$ cat src/rtl/if_fetch_stage_pkg.sv
// Shared fetch-stage constants: NOP encoding, reset PC and the BOOT/RUN state encoding.
package if_fetch_stage_pkg;

  localparam logic [31:0] OPC_OP_IMM   = 32'h0000_0013;
  localparam logic [31:0] NOP_INST_DEF = OPC_OP_IMM;  // addi x0,x0,0
  localparam logic [31:0] PC_RESET_DEF = 32'h0000_2000;

  typedef enum logic {
    ST_BOOT = 1'b0,
    ST_RUN  = 1'b1
  } fetch_state_e;

  function automatic logic [31:0] next_seq_pc(input logic [31:0] pc);
    return pc + 32'd4;
  endfunction

endpackage

$ cat src/rtl/if_fetch_stage_perf_counters.sv
// Fetch performance counters: accepted instructions and killed wrong-path words, wrapping silently.
module fetch_perf_counters #(
  parameter int CNT_W = 32
) (
  input  logic             clk,
  input  logic             rst_n,
  input  logic             fetch_inc,
  input  logic             kill_inc,
  output logic [CNT_W-1:0] fetch_cnt,
  output logic [CNT_W-1:0] kill_cnt
);

  localparam logic [CNT_W-1:0] CNT_ONE = {{(CNT_W-1){1'b0}}, 1'b1};

  logic [1:0]       inc;
  logic [CNT_W-1:0] cnt_reg [2];

  assign inc = {kill_inc, fetch_inc};

  genvar gi;
  generate
    for (gi = 0; gi < 2; gi++) begin : g_cnt
      always_ff @(posedge clk or negedge rst_n) begin
        if (!rst_n) begin
          cnt_reg[gi] <= '0;
        end else if (inc[gi]) begin
          cnt_reg[gi] <= cnt_reg[gi] + CNT_ONE;
        end
      end
    end
  endgenerate

  assign fetch_cnt = cnt_reg[0];
  assign kill_cnt  = cnt_reg[1];

endmodule

$ cat src/rtl/if_fetch_stage.sv
// Instruction fetch stage: drives the synchronous imem address, tracks PC/valid of the
// returning word, kills wrong-path words on redirect and counts fetch/kill events.
module if_fetch_stage
  import if_fetch_stage_pkg::*;
#(
  parameter logic [31:0] PC_RESET = PC_RESET_DEF,
  parameter logic [31:0] NOP_INST = NOP_INST_DEF,
  parameter int          CNT_W    = 32
) (
  input  logic             clk,
  input  logic             rst_n,
  input  logic             stall,
  input  logic             flush_req,
  input  logic [31:0]      redirect_pc,
  input  logic [31:0]      imem_dout,
  output logic [31:0]      imem_addr,
  output logic [31:0]      inst_id,
  output logic [31:0]      pc_id,
  output logic             valid_id,
  output logic [CNT_W-1:0] fetch_cnt,
  output logic [CNT_W-1:0] kill_cnt
);

  fetch_state_e state_reg, state_next;
  logic [31:0]  pc_f_reg;
  logic         valid_f_reg;
  logic         in_run;
  logic         fetch_inc;
  logic         kill_inc;

  always_ff @(posedge clk or negedge rst_n) begin
    if (!rst_n) begin
      state_reg <= ST_BOOT;
    end else begin
      state_reg <= state_next;
    end
  end

  // pc_f always follows the address just presented, so a stall re-read holds it naturally.
  always_ff @(posedge clk or negedge rst_n) begin
    if (!rst_n) begin
      pc_f_reg    <= PC_RESET;
      valid_f_reg <= 1'b0;
    end else begin
      pc_f_reg    <= imem_addr;
      valid_f_reg <= 1'b1;
    end
  end

  always_comb begin
    state_next = ST_RUN;
    in_run     = (state_reg == ST_RUN);

    imem_addr = next_seq_pc(pc_f_reg);
    if (flush_req) begin
      imem_addr = redirect_pc;
    end else if (!in_run) begin
      imem_addr = PC_RESET;
    end else if (stall) begin
      imem_addr = pc_f_reg;
    end

    valid_id = valid_f_reg & ~flush_req & in_run;
    inst_id  = valid_id ? imem_dout : NOP_INST;
    pc_id    = pc_f_reg;

    fetch_inc = valid_id & ~stall;
    kill_inc  = valid_f_reg & flush_req & in_run;
  end

  fetch_perf_counters #(
    .CNT_W (CNT_W)
  ) u_perf (
    .clk       (clk),
    .rst_n     (rst_n),
    .fetch_inc (fetch_inc),
    .kill_inc  (kill_inc),
    .fetch_cnt (fetch_cnt),
    .kill_cnt  (kill_cnt)
  );

endmodule

$ cat config.mk
export PLATFORM = sky130hd
export DESIGN_NAME = if_fetch_stage
export DESIGN_NICKNAME = d
export VERILOG_FILES = /design/src/rtl/if_fetch_stage_pkg.sv /design/src/rtl/if_fetch_stage_perf_counters.sv /design/src/rtl/if_fetch_stage.sv
export SDC_FILE = /design/constraint.sdc
export NUM_CORES = 1
export LEC_CHECK = 0
export BUFFER_PORTS_ARGS = -buffer_cell sky130_fd_sc_hd__buf_4
export CORE_ASPECT_RATIO = 1.2
export CORE_MARGIN = 3
export CORE_UTILIZATION = 47
export DETAILED_ROUTE_END_ITERATION = 6
export PLACE_DENSITY = 0.81
export RECOVER_POWER = 50
export SYNTH_ARGS = -nofsm -noshare
export SYNTH_HDL_FRONTEND = slang
export SYNTH_SLANG_ARGS = --single-unit
$ cat constraint.sdc
create_clock -name clk -period 2.1 [get_ports clk]
set_input_delay 0.21 -clock clk [delete_from_list [all_inputs] [get_ports clk]]
set_output_delay 0.21 -clock clk [all_outputs]
set_load 0.02 [all_outputs]
# Word-level counts from Yosys, hierarchy flattened
# Cells that the tools add are included.
# totals
out_inout_bits,161
register_bits,97
inputBits,68
# classes
n_bitwise,7
add_sub_neg,3
n_mux,4
# ops
operator,count
32-bit 2-to-1 mux,4
"32-bit by 1-bit adder with 32-bit output, second input constant",2
"32-bit by 3-bit adder with 32-bit output, second input constant",1
1-bit AND,5
1-bit inverter,2

# Depth between registers and ports, before layout
# Gate-level depths: netlist (run 1).
# logic_depth
depth_word,4
depth_mapped,6
depth_no_buf,6

# Hierarchy
# A second synthesis (run 1) with hierarchy kept.
# unflattened
cells_unflattened,528
area_unflattened_um2,5201.2
# modules_own_cells
mod,cells_each,n_inst,area_per_inst_um2,seq_area_each_um2
fetch_perf_counters,263,1,2949.1,1601.5
if_fetch_stage,265,1,2252.2,827.0

# Worst setup path before layout (run 1)
# Ideal clock, no wire load.
# synth_timing
path_kind,reg2out
start,reg pc_f_reg[2] (netlist: pc_id[2])
end,out imem_addr[30]
required_ns,1.890
stages_incl_launch_ff,7
slack_ns,-0.242
arrival_time_ns,2.132
n_path_buf,0
cell_sequence,dfrtp_1 > ha_1 > nand4b_1 > nor4_2 > nand3_1 > xor2_1 > o21ai_0
# synth_between
elab_chain_len,4
# synth_lines
element,line,rtl
from (decl),if_fetch_stage.sv:25,logic [31:0] pc_f_reg;
from (signal assigned),if_fetch_stage.sv:45,pc_f_reg <= imem_addr;
32-bit by 3-bit adder with 32-bit output,if_fetch_stage_pkg.sv:14,return pc + 32'd4;
32-bit 2-to-1 mux,if_fetch_stage.sv:59,end else if (stall) begin
32-bit 2-to-1 mux,if_fetch_stage.sv:57,end else if (!in_run) begin
32-bit 2-to-1 mux,if_fetch_stage.sv:55,if (flush_req) begin
to (decl),if_fetch_stage.sv:16,"output logic [31:0] imem_addr,"
# Every way passes these cells.

# Worst setup path in the final report (run 1)
# layout_timing
start,reg pc_f_reg[13] (netlist: pc_id[13])
end,out imem_addr[18]
# The elaborated chain is that of the path after synthesis.

==> results of run 1 <==
==> power by group <==
part	total [uW]	switching (uW)	leakage [uW]	internal, uW
sequential	2210	193	0.00127	2020
clock	1750	682	0.000151	1070
combinational	1220	695	0.00206	526
==> layout by cell type, fill, tap and decap left out, types with 3 or more instances in the layout <==
| cell type | n |
|---|---|
| nor4_2 | 3 |
| dfrtp_1 | 96 |
| nor2_4 | 3 |
| a22o_1 | 4 |
| and2_1 | 33 |
| nand3_1 | 31 |
| clkbuf_16 | 9 |
| clkbuf_1 | 63 |
| nand2b_1 | 4 |
| nor4_1 | 3 |
| and4_1 | 7 |
| nor4_4 | 3 |
| nand2_2 | 4 |
| buf_4 | 203 |
| nor3_1 | 5 |
| nand2_1 | 51 |
| xnor2_1 | 52 |
| inv_1 | 10 |
| and3_1 | 9 |
| buf_6 | 13 |
| o21ai_0 | 10 |
| nand4_1 | 27 |
| o21ai_1 | 11 |
| nor2_1 | 19 |
| o21ai_2 | 6 |
| xor2_1 | 39 |
==> worst max-delay path, cell delays in order (launching register included) <==
cell	delay, ns
dfstp_2	0.56
nand2_2	0.07
nor4_2	0.32
buf_4	0.21
nand4_1	0.13
xor2_1	0.19
o21ai_2	0.19
buf_6	0.14
==> logic make-up (layout without fill, tap and decap cells) <==
group | Yosys count | in the layout
simple gates | 221 | 221
compound gates | 32 | 32
buf+inv | 22 | 306
flops | 97 | 97
xor+xnor | 91 | 91
other cells | 1 | 1
fa+ha+maj | 3 | 3
mux | 3 | 3
==> per-layer routing <==
metal	GRT usage [%]	vias up
met1	31.1	2275
li1	-	2177
met2	48.1	231
met5	0	-
met4	14.5	0
met3	4.66	54
==> synth_stat cells (2+ instances only) <==
cell / count / area, um^2
nor2b_1: 2 / 12.5
dfrtp_1: 96 / 2400
nand3_1: 34 / 170
and2_1: 33 / 206
o21ai_0: 26 / 130
ha_1: 3 / 37.5
and4_1: 7 / 61.3
nor4_1: 4 / 25.0
xnor2_1: 52 / 455
clkbuf_1: 10 / 37.5
nor3_1: 6 / 30.0
mux2_2: 2 / 22.5
and3_1: 9 / 56.3
nand4_2: 2 / 25.0
nor2_1: 24 / 90.1
nand2b_1: 4 / 25.0
a22o_1: 4 / 35.0
xor2_1: 39 / 342
nand4_1: 27 / 169
nand2_1: 55 / 206
buf_2: 2 / 10.0
nand4b_1: 2 / 17.5
nor4_2: 4 / 50.1
inv_1: 10 / 37.5
==> worst max-delay path by stage <==
| stage | from | endpoint | slack, ns | depth (start not counted) |
|---|---|---|---|---|
| after detailed placement | pc_id[2] | imem_addr[18] | 0.06 | 8 |
| after floorplan | pc_id[9] | imem_addr[26] | 0.003 | 5 |
| after CTS | pc_id[15] | imem_addr[26] | -0.22 | 7 |
| after global routing | pc_id[17] | imem_addr[31] | -0.40 | 7 |
| after global placement | pc_id[16] | imem_addr[31] | 0.12 | 6 |
| final | pc_id[13] | imem_addr[18] | -0.28 | 7 |
==> stage by stage <==
step	std cells	power, uW	cell area [um^2]
floorplan	470	2780	4820
global placement	834	3420	6840
detailed placement	834	3470	6840
CTS	870	5260	7440
global route	877	5410	7270
finish	877	5180	7270
==> final cells by class <==
type                    instances  share of cell area (%)
clock buffers                  10                    3.29
clock inverters                 5                    1.10
inverters                      10                   0.516
multi-input cells             351                    33.2
flip-flops and latches         97                    33.4
well taps                     123                    2.12
repair buffers                281                    26.4
==> repair_timing <==
action / in CTS / in global routing
resized for setup: 31 / 7
hold endpoints to repair: 36 / 0
setup endpoints to repair: 22 / 29
pin swaps: 20 / 12
hold buffers: 1 / 0
gates cloned: 1 / 0
setup buffers: 19 / 7
==> metrics, run 1 <==
Synth Area in Compound Gates=3.65%; clock latency on the worst-skew pair=0.34 ns; Final min period=2.38 ns; area occupied by multi-input gates=2410 um^2; worst rel slew slack=31.1%; die area=11,500 um^2; end of the worst hold path=pc_id[22]; sequential cell area=2430 um^2; filler cell count=729; Max Clock Freq=421 MHz; critical path class=reg -> out; total CTS buffers=9; IO Port Bufs=228; multiplexer share of the synthesized area=0.677%; Top Metal Used=met4; wl on met1=5760 um; largest net degree at the start of global routing=51; Power Dens Cells=712 nW/um^2; Cell Area, Synth=4800 um^2; initial antenna violation count=0; # setup viols final=27; initial drt markers=269; crit-path max FO=5; ant diodes=0; post-route antenna net violation count=0; fin nets=821; met3 wire len=1010 um; fin worst setup slack=-0.276 ns; maximum level of the CTS H-tree=3; Synth Register Bits=97; Slew Limit Fails=0; clock slew at reported path FFs=0.07 ns; crit path DAT=2.17 ns; First-pass DRT Iterations=4; Fin Clk Skew=0.00653 ns; pre-CTS setup slack=0.0589 ns; Root Buffer=clkbuf_16; die span in x=98.3 um; Via density=5.40; Avg WL per Cell=18.3 um; final WL=16,000 um; outcome=complete, but fails checks; I/O pin cnt=229; row count=39; Syn Inst Count=470; Finished Core Util=74.5%; HPWL Detailed=11,700 um; Yosys cell types=37; Max VDD drop=0.450 mV; TritonCTS clock tree=built; Syn Area/Cell=10.2 um^2; sequential area share after synthesis=50.6%; Worst setup EP type=output pin; worst-margin pin slew=1.03 ns; max-cap viol count=0; first-pass GRT wire length=24,600 um; hold path cells=3; Placer Congestion=0.907; failing checks=setup timing; drt drc=0; clock sinks=97; share of layout cells above drive strength 1=35.8%; Main synth FF type=dfrtp_1; final hold slack=0.111 ns; Final period util=113%; Synthesis Warnings=0; RSZ-0062 raised after global routing=yes; total gr overflow=0; r2r setup slk=0.10 ns; R2R cell count=5; initial core utilization=49.2%; largest family of logic cells by synthesized area=simple AND/OR/NAND/NOR gates; CP Launch Type=flip-flop; WP data required=1.89 ns; area of the core=9760 um^2; via count=4,737; Met2 Routed Length=8510 um; Final Hold Vio Count=0; syn nets=541; Hold WC Path Type=in -> reg; Adder-Cell Fraction of Synth Area=0.781%; number of synthesized flops with an enable pin=0; CTS Buffer Depth=2; Synth Area in XOR/XNOR=16.6%; FF-to-FF End=u_perf.fetch_cnt[29]; R2R Path Start=u_perf.fetch_cnt[9]; Total Neg Setup Slack=-4.87 ns; die height=117 um; P&R area growth vs syn=51.4%; Async SR Flop Fraction=100%; global-route usage over all layers=27.0%; Synth Area in Simple Gates=25.9%; leakage=0.00348 uW; vias in the first global route=4,846; hold_sp=redirect_pc[22]
Note: power is estimated with default switching activity, not from simulation.
==> run 2, diff against run 1 <==
- ABC_AREA: default -> 1
- CORE_UTILIZATION: 47 -> 50
==> metrics, run 2 <==
Hold WC Path Type=in -> reg; Max Clock Freq=468 MHz (+11%); sequential cell area=2430 um^2 (+0.15%); Finished Core Util=73.9% (-0.66 points); RSZ-0062 raised after global routing=yes; Slowest Stage Delay on Critical Path=0.62 ns (+0.06 ns); Slew Limit Fails=0 (unchanged); Final Cell Area=8700 um^2 (+20%); critical path, cell by cell=nand2_4 -> nor2_4 -> nand2_2 -> nor2_4 -> nand2_2 -> nand2_2 -> nand2_2 -> o21ai_4 -> buf_6; # setup viols final=14 (-48%); R2R cell count=7 (+2); First-pass DRT Iterations=5 (+1); initial core utilization=51.9% (+2.7 points); initial drt markers=299 (+11%); CP Launch Type=flip-flop; TritonCTS clock tree=built; top-count cell post-synth=nand2_1; Async SR Flop Fraction=100% (unchanged); syn nets=998 (+84%); post-route antenna net violation count=0 (unchanged); Total Neg Setup Slack=-0.249 ns (+4.62 ns); fin worst setup slack=-0.0345 ns (+0.241 ns); Final Hold Vio Count=0 (unchanged); Via density=5.04 (-6.7%); Synthesis Warnings=0 (unchanged); Final min period=2.13 ns (-0.241 ns); Setup crit end=imem_addr[17]; Placer Congestion=0.937 (+3.3%); ant diodes=0 (unchanged); main area contributors after synthesis=dfrtp_1, nand2_1, nor2_1; commonest non-fill, non-tap cell in the layout=nand2_1; first-pass GRT wire length=30,800 um (+25%); worst-margin pin slew=0.794 ns (-0.240 ns); most frequent cells after synthesis=nand2_1, nor2_1, inv_1; final WL=20,000 um (+25%); clock slew at reported path FFs=0.07 ns (about the same); Synth top area share=39.3% (-11 points); sequential area share after synthesis=39.7% (-11 points); DP Area=8080 um^2 (+18%); highest-count cells in the layout ignoring fill and taps=nand2_1, buf_4, nor2_1, inv_1, dfrtp_1; die area=13,600 um^2 (+19%); drt drc=0 (unchanged); IO Port Bufs=228 (unchanged); vias in the first global route=6,443 (+33%); FF-to-FF End=u_perf.kill_cnt[22]; Main synth FF type=dfrtp_1; fin nets=1,256 (+53%); crit path DAT=1.92 ns (-0.25 ns); Worst setup EP type=output pin; outcome=complete, but fails checks; global-route usage over all layers=28.3% (+1.3 points); Power Dens Cells=571 nW/um^2 (-20%); die height=127 um (+8.9%); Yosys cell types=40 (+8.1%); filler cell count=995 (+36%); Final period util=102% (-11 points); Avg WL per Cell=14.8 um (-19%); failing checks=setup timing; I/O pin cnt=229 (unchanged); Synth Register Bits=97 (unchanged); number of synthesized flops with an enable pin=0 (unchanged); Fin Clk Skew=0.00728 ns (+0.000746 ns); Syn Area/Cell=6.60 um^2 (-35%); post-synth top area cell=dfrtp_1; hold path cells=3 (unchanged); worst rel slew slack=47.0% (+16 points); Cell Area, Synth=6120 um^2 (+27%); clock sinks=97 (unchanged); area occupied by multi-input gates=3520 um^2 (+46%); r2r setup slk=0.20 ns (+0.10 ns); Syn Inst Count=927 (+97%); P&R area growth vs syn=42.2%; most common cell type on the critical path=nand2_2; clock latency on the worst-skew pair=0.34 ns (about the same); WP data required=1.89 ns (about the same); HPWL Detailed=15,600 um (+33%); max-cap viol count=0 (unchanged); total gr overflow=0 (unchanged); share of layout cells above drive strength 1=27.6% (-8.2 points); area of the core=11,800 um^2 (+21%); slowest CP cell=dfstp_2; via count=6,788 (+43%); initial antenna violation count=1 (+1); Max VDD drop=0.532 mV (+18%); total CTS buffers=9 (unchanged); row count=43 (+10%); crit-path max FO=5 (unchanged); largest net degree at the start of global routing=34 (-33%); crit path from=pc_id[13]; hold_sp=redirect_pc[20]; CTS Buffer Depth=2 (unchanged); critical path class=reg -> out; maximum level of the CTS H-tree=3 (unchanged); R2R Path Start=u_perf.kill_cnt[0]; die span in x=107 um (+8.8%); Root Buffer=clkbuf_16; leakage=0.00430 uW (+23%)
## run 2: cell type report
cell class | count | share of cell area [%]
Timing Repair Buffer | 259 | 21.4
Sequential cell | 97 | 27.9
Clock buffer | 12 | 2.83
Inverter | 107 | 4.69
Clock inverter | 4 | 0.331
Multi-Input combinational cell | 711 | 40.5
Tap cell | 157 | 2.26
## run 2: kinds of logic after synthesis
kind of cell	after synthesis	share of synthesized area (%)
buffers and inverters	119	7.44
AND/OR/NAND/NOR	637	44.0
other	1	0.0613
XOR/XNOR	34	4.87
flip-flops	97	39.7
AO/OA/AOI/OAI	36	3.35
adder cells (fa/ha/maj)	3	0.614
## run 2: per-layer routing
layer  global-route usage, %  vias to the layer above  wire length, um
met4                    10.4                        2              693
met3                    5.96                       44             1440
met1                    31.2                     3126             7460
li1                        -                     3358                -
met5                       0                        -               13
met2                    53.0                      258            10400
## run 2: how the worst min path moves through the flow
stage                          endpoint  slack [ns]
detailed placement  u_perf.kill_cnt[22]        0.18
CTS                           pc_id[19]        0.08
global route                  pc_id[28]        0.09
floorplan                      pc_id[0]       -0.09
finish                        pc_id[20]        0.09
global placement    u_perf.kill_cnt[22]        0.19
## run 2: timing repair
action,in CTS,in global routing
resized for setup,32,78
pin swaps,10,41
endpoints found under the setup margin,18,22
buffers inserted,5,13
hold endpoints to repair,29,0
cloned,0,0
hold buffers,1,0
## run 2: power by group
| part | switching [uW] | total, uW | internal, uW |
|---|---|---|---|
| Combinational | 723 | 1220 | 497 |
| Sequential | 202 | 2210 | 2000 |
| Clock | 707 | 1540 | 837 |
| Total | 1630 | 4970 | 3340 |
## run 2: worst max-delay path: cells and delay by family, from the launching register on
kind / cells / cell delay (ns)
buf+inv: 1 / 0.14
flops: 1 / 0.62
simple gates: 7 / 0.65
compound gates: 1 / 0.17
## run 2: stage by stage
step                      setup WS (ns)  cells  power, uW  hold slack, ns
after floorplan                   0.129    927       2790         -0.0856
after global placement            0.208   1312       3400           0.185
after detailed placement          0.126   1312       3420           0.180
after CTS                       -0.0625   1334       4980          0.0833
after global routing             -0.165   1347       5190          0.0926
final                           -0.0345   1347       4970          0.0904
==> run 3, diff against run 2 <==
- CAP_MARGIN: default -> 10
- CORE_UTILIZATION: 50 -> 52
- CTS_BUF_LIST: default -> sky130_fd_sc_hd__clkbuf_8
- MAX_ROUTING_LAYER: default -> met4
- PLACE_DENSITY: 0.81 -> 0.84
==> metrics, run 3 (same netlist as run 2, synthesis figures left out) <==
commonest non-fill, non-tap cell in the layout=nand2_1; RSZ-0062 raised after global routing=yes; initial core utilization=54.4% (+2.5 points); initial drt markers=421 (+41%); IO Port Bufs=228 (unchanged); clock slew at reported path FFs=0.10 ns (+0.03 ns); Via density=5.12 (+1.5%); met2 usage=53.5% (+0.53 points); FF-to-FF End=pc_id[18]; crit path DAT=2.10 ns (+0.18 ns); hold_sp=redirect_pc[20]; first-pass GRT wire length=31,500 um (+2.4%); failing checks=setup timing; met3 Use GR=9.33% (+3.4 points); die area=13,100 um^2 (-3.6%); vias in the first global route=6,372 (-1.1%); total CTS buffers=9 (unchanged); I/O pin cnt=229 (unchanged); max-cap viol count=0 (unchanged); Fin Clk Skew=0.00831 ns (+0.00103 ns); final hold slack=0.0635 ns (-0.0269 ns); largest net degree at the start of global routing=39 (+15%); post-route antenna net violation count=0 (unchanged); R2R cell count=9 (+2); global-route usage over all layers=30.7% (+2.4 points); die span in x=105 um (-1.8%); R2R Path Start=pc_id[8]; crit-path max FO=5 (unchanged); Avg WL per Cell=15.4 um (+3.8%); via count=6,891 (+1.5%); initial antenna violation count=2 (+1); CP Launch Type=flip-flop; Crit path buffers/inverters=2 (+1); critical path class=reg -> out; HPWL Detailed=15,700 um (+0.56%); Placer Congestion=0.934 (-0.38%); final WL=20,700 um (+3.8%); Max Clock Freq=434 MHz (-7.4%); clock sinks=97 (unchanged); Finished Core Util=76.1% (+2.2 points); r2r setup slk=0.12 ns (-0.08 ns); Root Buffer=clkbuf_8; Final Hold Vio Count=0 (unchanged); Power Dens Cells=574 nW/um^2 (+0.51%); Hold WC Path Type=in -> reg; leakage=0.00421 uW (-2.0%); clock latency on the worst-skew pair=0.36 ns (+0.02 ns); First-pass DRT Iterations=5 (unchanged); Slowest Stage Delay on Critical Path=0.48 ns (-0.14 ns); critical path, cell by cell=nand2_1 -> nor2_1 -> inv_1 -> nor2_4 -> nand4_1 -> nand3_2 -> nand2_2 -> buf_6; P&R area growth vs syn=39.8%; Slew Limit Fails=0 (unchanged); Max VDD drop=0.500 mV (-6.0%); maximum level of the CTS H-tree=3 (unchanged); fin nets=1,257 (+0.080%); area of the core=11,200 um^2 (-4.6%); drt drc=0 (unchanged); worst-margin pin slew=0.921 ns (+0.127 ns); Worst setup EP type=output pin; CTS Buffer Depth=2 (unchanged); highest-count cells in the layout ignoring fill and taps=nand2_1, buf_4, nor2_1, inv_1, dfrtp_1; hold path cells=3 (unchanged); pre-CTS setup slack=0.204 ns (+0.0782 ns); share of layout cells above drive strength 1=25.7% (-2.0 points); # setup viols final=21 (+7); Final Cell Area=8550 um^2 (-1.7%); DP Area=8050 um^2 (-0.33%); worst rel slew slack=38.6% (-8.4 points); total gr overflow=0 (unchanged); die height=125 um (-1.8%); slowest CP cell=dfrtp_1; GR Util met1=32.9% (+1.7 points); TritonCTS clock tree=built; outcome=complete, but fails checks; Final period util=110% (+8.1 points); WP data required=1.89 ns (about the same); row count=42 (-2.3%); Final min period=2.31 ns (+0.171 ns); end of the worst hold path=pc_id[20]; fin worst setup slack=-0.205 ns (-0.171 ns); Worst path top cell family by delay=simple AND/OR/NAND/NOR gates; layer carrying the most global-route usage=met2
## run 3: cell type report
cell class              instances  area [um^2]
clock inverters                 7          118
flip-flops and latches         97         2430
well taps                     154          193
repair buffers                260         1820
fillers                       941         2690
clock buffers                   9          124
diodes                          2         5.00
multi-input cells             711         3460
inverters                     107          409
## run 3: routing by layer
layer | vias to the layer above | wire, um
li1 | 3359 | -
met1 | 3170 | 7440
met2 | 305 | 10700
met3 | 57 | 1810
met4 | 0 | 801
met5 | - | 0
## run 3: where the power goes
part | leakage [uW] | switching [uW] | internal (uW)
Clock | 0.000117 | 695 | 792
Combinational | 0.00280 | 737 | 483
Sequential | 0.00129 | 200 | 2000
Total | 0.00421 | 1630 | 3280
## run 3: worst max path at each step
stage | slack [ns] | cells past startpoint | from | to
floorplan | 0.13 | 7 | pc_id[3] | imem_addr[18]
global placement | 0.23 | 8 | pc_id[3] | imem_addr[10]
detailed placement | 0.20 | 8 | pc_id[2] | imem_addr[10]
CTS | -0.02 | 10 | pc_id[3] | imem_addr[22]
global route | -0.33 | 7 | pc_id[8] | imem_addr[14]
finish | -0.21 | 8 | pc_id[8] | imem_addr[28]
## run 3: tightest hold or removal path: stages
cell and delay (ns):
buf_4 0.08, nand2_1 0.05, nand2_2 0.06
## run 3: timing repair
| action | 4_1_cts | 5_1_grt |
|---|---|---|
| gates resized for setup | 32 | 62 |
| hold buffers | 1 | 0 |
| buffers inserted | 11 | 11 |
| pin swaps | 8 | 22 |
| endpoints found under the setup margin | 21 | 22 |
| hold endpoints to repair | 28 | 0 |
## run 3: metrics by stage
stage / setup TNS [ns] / power (uW) / instances
floorplan: 0 / 2790 / 927
global placement: 0 / 3410 / 1306
detailed placement: 0 / 3420 / 1306
CTS: -0.0698 / 4930 / 1334
global route: -4.44 / 5120 / 1347
finish: -1.84 / 4910 / 1347
